**config.mk**
```make
export PLATFORM = sky130hd
export DESIGN_NAME = imem_loader
export DESIGN_NICKNAME = d
export VERILOG_FILES = /design/src/rtl/imem_loader.sv
export SDC_FILE = /design/constraint.sdc
export NUM_CORES = 1
export LEC_CHECK = 0
export CAP_MARGIN = 20
export CORE_MARGIN = 8
export CORE_UTILIZATION = 25
export DETAILED_ROUTE_END_ITERATION = 12
export GPL_TIMING_DRIVEN = 0
export MAX_ROUTING_LAYER = met4
export SYNTH_ARGS = -nofsm -noshare
export SYNTH_HDL_FRONTEND = slang
export SYNTH_SLANG_ARGS = --single-unit
export TNS_END_PERCENT = 100
```
**constraint.sdc**
```tcl
create_clock -name CLK -period 4.5 [get_ports CLK]
set_input_delay 1.125 -clock CLK [delete_from_list [all_inputs] [get_ports CLK]]
set_output_delay 1.125 -clock CLK [all_outputs]
set_load 0.02 [all_outputs]
```
**src/rtl/imem_loader.sv**
```systemverilog
// Boot-image loader: turns a byte stream (16-bit LE word count, then LE words) into instruction-memory writes.
// Optional trailing XOR checksum byte when IMEM_LOADER_CHECKSUM_EN is defined.
module imem_loader #(
  parameter int DEPTH = 256,
  parameter int CNT_W = 16
) (
  input  logic        CLK,
  input  logic        RST_N,
  input  logic        START,
  input  logic        BYTE_VALID,
  input  logic [7:0]  BYTE_DATA,
  output logic        BYTE_READY,
  output logic        WE,
  output logic [31:0] A,
  output logic [31:0] WD,
  output logic        BUSY,
  output logic        DONE,
  output logic        ERR
);

  typedef enum logic [2:0] {
    S_IDLE,
    S_LEN0,
    S_LEN1,
    S_DATA,
    S_WRITE,
    S_DONE,
    S_ERR
`ifdef IMEM_LOADER_CHECKSUM_EN
    , S_CSUM
`endif
  } state_t;

  state_t             state_q, state_d;
  logic [CNT_W-1:0]   n_q;
  logic [CNT_W-1:0]   word_idx_q;
  logic [1:0]         byte_idx_q;
  logic [31:0]        wd_q;
`ifdef IMEM_LOADER_CHECKSUM_EN
  logic [7:0]         csum_q;
`endif

  logic               accept;
  logic               start_go;
  logic [CNT_W-1:0]   hdr_n;
  logic               len_bad;
  logic               last_word;

  assign accept    = BYTE_VALID && BYTE_READY;
  assign start_go  = START && (state_q == S_IDLE || state_q == S_DONE || state_q == S_ERR);
  assign hdr_n     = CNT_W'({BYTE_DATA, n_q[7:0]});
  assign len_bad   = (hdr_n == '0) || (32'(hdr_n) > 32'(DEPTH));
  assign last_word = (word_idx_q == n_q - CNT_W'(1));

  always_ff @(posedge CLK or negedge RST_N) begin
    if (!RST_N) state_q <= S_IDLE;
    else        state_q <= state_d;
  end

  always_comb begin
    state_d = state_q;
    case (state_q)
      S_IDLE, S_DONE, S_ERR: begin
        if (START) state_d = S_LEN0;
      end
      S_LEN0: begin
        if (accept) state_d = S_LEN1;
      end
      S_LEN1: begin
        if (accept) state_d = len_bad ? S_ERR : S_DATA;
      end
      S_DATA: begin
        if (accept && byte_idx_q == 2'd3) state_d = S_WRITE;
      end
      S_WRITE: begin
`ifdef IMEM_LOADER_CHECKSUM_EN
        state_d = last_word ? S_CSUM : S_DATA;
`else
        state_d = last_word ? S_DONE : S_DATA;
`endif
      end
`ifdef IMEM_LOADER_CHECKSUM_EN
      S_CSUM: begin
        if (accept) state_d = (BYTE_DATA == csum_q) ? S_DONE : S_ERR;
      end
`endif
      default: state_d = S_IDLE;
    endcase
  end

  // Status outputs are registered from the next state so they line up with state_q.
  always_ff @(posedge CLK or negedge RST_N) begin
    if (!RST_N) begin
      BYTE_READY <= 1'b0;
      WE         <= 1'b0;
      BUSY       <= 1'b0;
      DONE       <= 1'b0;
      ERR        <= 1'b0;
    end else begin
      BYTE_READY <= (state_d == S_LEN0) || (state_d == S_LEN1) || (state_d == S_DATA)
`ifdef IMEM_LOADER_CHECKSUM_EN
                    || (state_d == S_CSUM)
`endif
                    ;
      WE         <= (state_d == S_WRITE);
      BUSY       <= !(state_d == S_IDLE || state_d == S_DONE || state_d == S_ERR);
      DONE       <= (state_d == S_DONE);
      ERR        <= (state_d == S_ERR);
    end
  end

  always_ff @(posedge CLK or negedge RST_N) begin
    if (!RST_N) begin
      n_q        <= '0;
      word_idx_q <= '0;
      byte_idx_q <= 2'd0;
      wd_q       <= 32'd0;
    end else begin
      if (start_go) begin
        word_idx_q <= '0;
        byte_idx_q <= 2'd0;
      end
      if (accept && state_q == S_LEN0) n_q[7:0] <= BYTE_DATA;
      if (accept && state_q == S_LEN1) n_q <= hdr_n;
      if (accept && state_q == S_DATA) begin
        wd_q[{byte_idx_q, 3'b000} +: 8] <= BYTE_DATA;
        byte_idx_q <= byte_idx_q + 2'd1;
      end
      if (state_q == S_WRITE && !last_word) word_idx_q <= word_idx_q + CNT_W'(1);
    end
  end

`ifdef IMEM_LOADER_CHECKSUM_EN
  always_ff @(posedge CLK or negedge RST_N) begin
    if (!RST_N)                            csum_q <= 8'd0;
    else if (start_go)                     csum_q <= 8'd0;
    else if (accept && state_q == S_DATA)  csum_q <= csum_q ^ BYTE_DATA;
  end
`endif

  assign A  = {{(30-CNT_W){1'b0}}, word_idx_q, 2'b00};
  assign WD = wd_q;

  a_we_in_write: assert property (@(posedge CLK) disable iff (!RST_N) WE |-> (state_q == S_WRITE));
  a_we_single:   assert property (@(posedge CLK) disable iff (!RST_N) WE |=> !WE);
  a_no_rdy_we:   assert property (@(posedge CLK) disable iff (!RST_N) WE |-> !BYTE_READY);
  a_flags_excl:  assert property (@(posedge CLK) disable iff (!RST_N) !(DONE && ERR) && !(BUSY && (DONE || ERR)));

endmodule

```
Yosys cells after proc, flatten, opt, wreduce, memory -nomap -nowiden
Index checks and enable logic that the tools add are counted.

Reductions and logical operators: 23. Eq/ne operators: 14. Bitwise logic cells: 1. $add $sub $neg: 4. Multiplexer cells: 12. $lt $le $gt $ge: 1. Shift-type cells: 2.

Operators with widths (number): $bwmux W32 (1); $mux W16 (2); $shift A8 B7 Y32 const A (1); $shiftx A8 B7 Y32 (1); $eq A3 B3 Y1 const B (6); $mux W3 (6); $add A16 B1 Y16 const B (1); $eq A16 B16 Y1 (1); $gt A16 B9 Y1 const B (1); $logic_not A16 Y1 (1); $sub A16 B1 Y16 const B (1); $pmux W3 S5 (1); $eq A3 B2 Y1 const B (4); $logic_and A1 B1 Y1 (7); $logic_or A1 B1 Y1 (7); $neg A5 Y7 (1); $eq A3 B1 Y1 const B (2); $logic_not A3 Y1 (2); $mux W2 (2); $reduce_bool A2 Y1 (2); $reduce_or A3 Y1 (1); $add A2 B1 Y2 const B (1); $eq A2 B2 Y1 const B (1); $logic_not A1 Y1 (2); 2 further kinds (2).

Input port bits: 12. Register bits: 74.

Depth between registers and ports, before layout
Word-level depth: 9. Depth in mapped cells: 11. Gate-level depth less buffers: 9.

Worst setup path after synthesis
Ideal clock, no wire load.

Path type: flip-flop to flip-flop. Start: register n_q[3]. End: register word_idx_q[9]. Required time: 4.376 ns. Library setup time: 0.124 ns. Path buffers: 3. Data arrival time: 2.629 ns. Cell stages (with the launch flop): 11. Slack: 1.747 ns. Period minus slack after synthesis: 2.753 ns. Cells stage by stage: dfrtp_1 -> buf_6 -> or4_1 -> buf_2 -> or4b_1 -> o32a_1 -> a22oi_2 -> and4_4 -> buf_12 -> nor2_1 -> a211o_1.

Word-level cells in the longest chain between the ends: 5. Elaborated cells between the ends (all ways): 6. Classes of those cells: add/sub: 1; eq/ne: 1; mux: 1; reduce/logical: 3.

Ends and longest elaborated chain: start, declared (RTL line 35) `logic [CNT_W-1:0] n_q;`; start signal, assigned (RTL line 124) `if (accept && state_q == S_LEN1) n_q <= hdr_n;`; $sub A16 B1 Y16 * (RTL line 53) `assign last_word = (word_idx_q == n_q - CNT_W'(1));`; $eq A16 B16 Y1 * (RTL line 53); $logic_not A1 Y1 * (RTL line 129) `if (state_q == S_WRITE && !last_word) word_idx_q <= word_idx_q + CNT_W'(1);`; $logic_and A1 B1 Y1 * (RTL line 129); $mux W16 or $reduce_bool A2 Y1 (tied branches); end signal, assigned (RTL line 129); end, declared (RTL line 36) `logic [CNT_W-1:0] word_idx_q;`.

Every way passes the cells marked *; elsewhere a longest branch is shown, timed or not. A chain may end at the register's enable or synchronous reset.

Final worst setup path
Start: register n_q[0]. End: register BYTE_READY.

Word-level cells in the longest chain between the ends: 8. Elaborated cells between the ends (all ways): 14. Classes of those cells: add/sub: 1; order compare: 1; eq/ne: 4; mux: 4; reduce/logical: 4.

Ends and longest elaborated chain: branches (longest 4 deep; another with $sub A16 B1 Y16); $pmux W3 S5 * (RTL line 62) `case (state_q)`; $eq A3 B1 Y1 or $eq A3 B2 Y1 (tied branches) (RTL line 100) `BYTE_READY <= (state_d == S_LEN0) || (state_d == S_LEN1) || (state_d == S_DATA)`; $logic_or A1 B1 Y1 (RTL line 100); $logic_or A1 B1 Y1 * (RTL line 100); end signal, assigned (RTL line 100); end, declared (RTL line 12) `output logic BYTE_READY,`.

Mark *: on every way between the ends.

==> flow_summary_export.csv <==
group,metric,value,unit
outcome,status,"finished clean",
cts,cts_buffer_depth,2,
yosys,syn_area_per_cell,8.88,um^2
setup_path,worstSetupStartpoint,"n_q[0]",
timing,worstMarginPinSlew,955,ps
pwr,total_power,2.92,mW
setup_path,cp_data_required_time,4690,ps
min_path,min_from,"WD[0]",
die,die_h,146,um
die,fp.dieW,146,um
flow_run,cap_violations,0,
cts,clock-sinks,74,
die,io_pins,81,
placed_design,post-dp-hpwl,8590,um
pwr,power_density,528,nW/um^2
detailed_routing,vias,3562,
grt,grt_usage,11.2,%
detailed_routing,drt_wl_total,11600,um
cts,cts_root_buf,"clkbuf_16",
pwr,ir_drop,0.000229,V
min_path,hold_end,"WD[0]",
cts,htree_levels,3,
timing,final_hold_viol_count,0,
detailed_routing,wire_per_inst,14.6,um
setup_path,cp_max_fo,5,
min_path,hold_path.class,"reg2reg",
cts,tritoncts,"done",
timing,rsz0062_at_grt,"false",
yosys,yosys_warnings,0,
timing,fin_crit_sh,69.9,%
setup_path,cp.arrival,3340,ps
cts,numCtsBuffers,9,
placed_design,place.gp.congestion,0.784,
cells_and_area,layout_common_cells,"94 x nand2_1, 74 x dfrtp_1, 62 x clkdlybuf4s50_1, 44 x o21ai_0, 23 x nor2_1",
yosys,syn_area,4230,um^2
setup_path,reg2reg_slack,1350,ps
cts,cts_resized,0,
yosys,synth_cell_type_count,61,
die,dieArea,21400,um^2
yosys,synth_top_flop_cell,"dfrtp_1",
setup_path,worstReg2RegStart,"n_q[0]",
cells_and_area,final_common_cell,"nand2_1",
setup_path,r2r_cells,9,
yosys,ys_ff_latch,74,
yosys,syn_inst,477,
cells_and_area,layout-drive-gt1-share,12.4,%
grt,grt_pass1_wl,18800,um
placed_design,portBuffers,63,
cts,cts_hold_buf,0,
timing,post-route-min-period,3150,ps
detailed_routing,drtIter0Drc,224,
grt,grt_pass1_vias,3432,
die,rows,47,
detailed_routing,postRouteAntennaNets,0,
timing,maxSlewHeadroom,36.2,%
timing,clock.fmax,0.318,GHz
cells_and_area,n_antenna_cell,0,
cells_and_area,fillCellCount,1727,
grt,grt_overflow,0,
setup_path,crit_path_end_kind,"flop",
grt,grt_max_degree,42,
pwr,leakage,2.33,nW
cts,clk_latency,340,ps
detailed_routing,drc,0,
setup_path,r2r_end,"BYTE_READY",
setup_path,cp-start-kind,"flop",
timing,finalSetupViolCount,0,
cells_and_area,multi_input_area,2130,um^2
timing,hold_ws,479,ps
detailed_routing,via_per_inst,4.49,
die,core,16600,um^2
timing,maxSlewViolCount,0,
die,start_util,25.5,%
yosys,synth-edff-count,0,
grt,antenna_found_initial,0,
yosys,synthArstFlopShare,100,%
setup_path,path_class,"reg2reg",
cells_and_area,area_growth,30.8,%
cells_and_area,layout.nets,587,
min_path,hold_path_depth,2,
yosys,yosysSeqAreaShare,43.7,%
cts,clkSlewWorstSetupHoldPaths,60,ps
detailed_routing,first_pass_iters,4,
cts,post_cts_buffers,0,
timing,fin_skew,9.50,ps
cells_and_area,seqCellArea,1850,um^2
how the worst max path moves through the flow:
| stage | end | slack [ps] |
|---|---|---|
| after floorplan | word_idx_q[9] | 1750 |
| after global placement | word_idx_q[0] | -470 |
| after detailed placement | WD[27] | 1250 |
| after CTS | word_idx_q[11] | 1340 |
| after global routing | state_q[2] | 960 |
| final | BYTE_READY | 1350 |
where the power goes:
group | internal [mW] | switching [mW] | total [mW]
logic | 0.514 | 0.681 | 1.19
clock network | 0.450 | 0.303 | 0.754
registers | 0.827 | 0.147 | 0.974
total | 1.79 | 1.13 | 2.92
routing by layer:
metal / wire (um) / up-vias / track usage [%]
met5: 0 / - / -
met4: 138 / 0 / 3.40
met3: 388 / 8 / 2.35
met2: 5470 / 62 / 17.5
met1: 5580 / 1659 / 14.3
li1: - / 1833 / -
synth_stat cells (4+ instances only):
cell / number / share of area (%)
xnor2_1: 9 / 1.9
nor2_1: 23 / 2.0
or2_2: 6 / 0.89
nand2b_1: 8 / 1.2
a211oi_1: 5 / 0.89
nand3_1: 18 / 2.1
nand4_1: 4 / 0.59
mux2_2: 14 / 3.7
nand2_1: 94 / 8.3
a21o_1: 6 / 1.1
clkbuf_1: 18 / 1.6
a21oi_1: 12 / 1.4
a221o_1: 5 / 1.2
xor2_1: 8 / 1.7
dfrtp_1: 74 / 44
or3_1: 9 / 1.3
buf_4: 18 / 3.2
nor4_1: 9 / 1.3
ha_1: 7 / 2.1
nor3_1: 16 / 1.9
and3_1: 4 / 0.59
inv_1: 10 / 0.89
o21ai_0: 44 / 5.2
kinds of logic (layout without fill, tap and decap cells):
logic type / after synthesis / after routing / synth area share, %
AND/OR/NAND/NOR: 214 / 214 / 24.8
AO/OA/AOI/OAI: 94 / 94 / 14.1
flip-flops: 74 / 74 / 43.7
buffers and inverters: 53 / 134 / 7.27
XOR/XNOR: 17 / 17 / 3.52
multiplexers: 17 / 17 / 4.43
adder cells (fa/ha/maj): 7 / 7 / 2.07
other: 1 / 16 / 0.0886
critical path: stages (launching register included):
cell and delay [ps]:
dfrtp_1 430, inv_1 90, ha_1 230, nor4b_1 520, and4_1 280, a311oi_1 100
nor4_1 520, nand3_1 140, a211oi_1 560, nor3_1 130
final cells by class:
class | instances | share of cell area [%]
Timing Repair Buffer | 65 | 11.9
Clock inverter | 6 | 1.33
Inverter | 10 | 0.678
Tap cell | 220 | 4.97
Sequential cell | 74 | 33.4
Buffer | 43 | 4.88
Clock buffer | 10 | 4.31
Multi-Input combinational cell | 365 | 38.5
registers in the layout (all words and copies together), names as in the netlist:
register / cells
BUSY: 1
BYTE_READY: 1
byte_idx_q: 2
WD: 32
word_idx_q: 16
state_q: 3
n_q: 16
DONE: 1
WE: 1
ERR: 1
metrics by stage:
| step | area (um^2) | std cells | utilization [%] | setup TNS [ps] | setup WS (ps) |
|---|---|---|---|---|---|
| after floorplan | 4290 | 492 | - | 0 | 1750 |
| after global placement | 5200 | 775 | 31.3 | -34210 | -468 |
| after detailed placement | 5230 | 777 | 31.5 | 0 | 1250 |
| after CTS | 5540 | 793 | 33.4 | 0 | 1340 |
| after global routing | 5540 | 793 | 33.4 | 0 | 959 |
| final | 5540 | 793 | 33.4 | 0 | 1350 |
No activity file was read; power rests on OpenSTA's default activity.
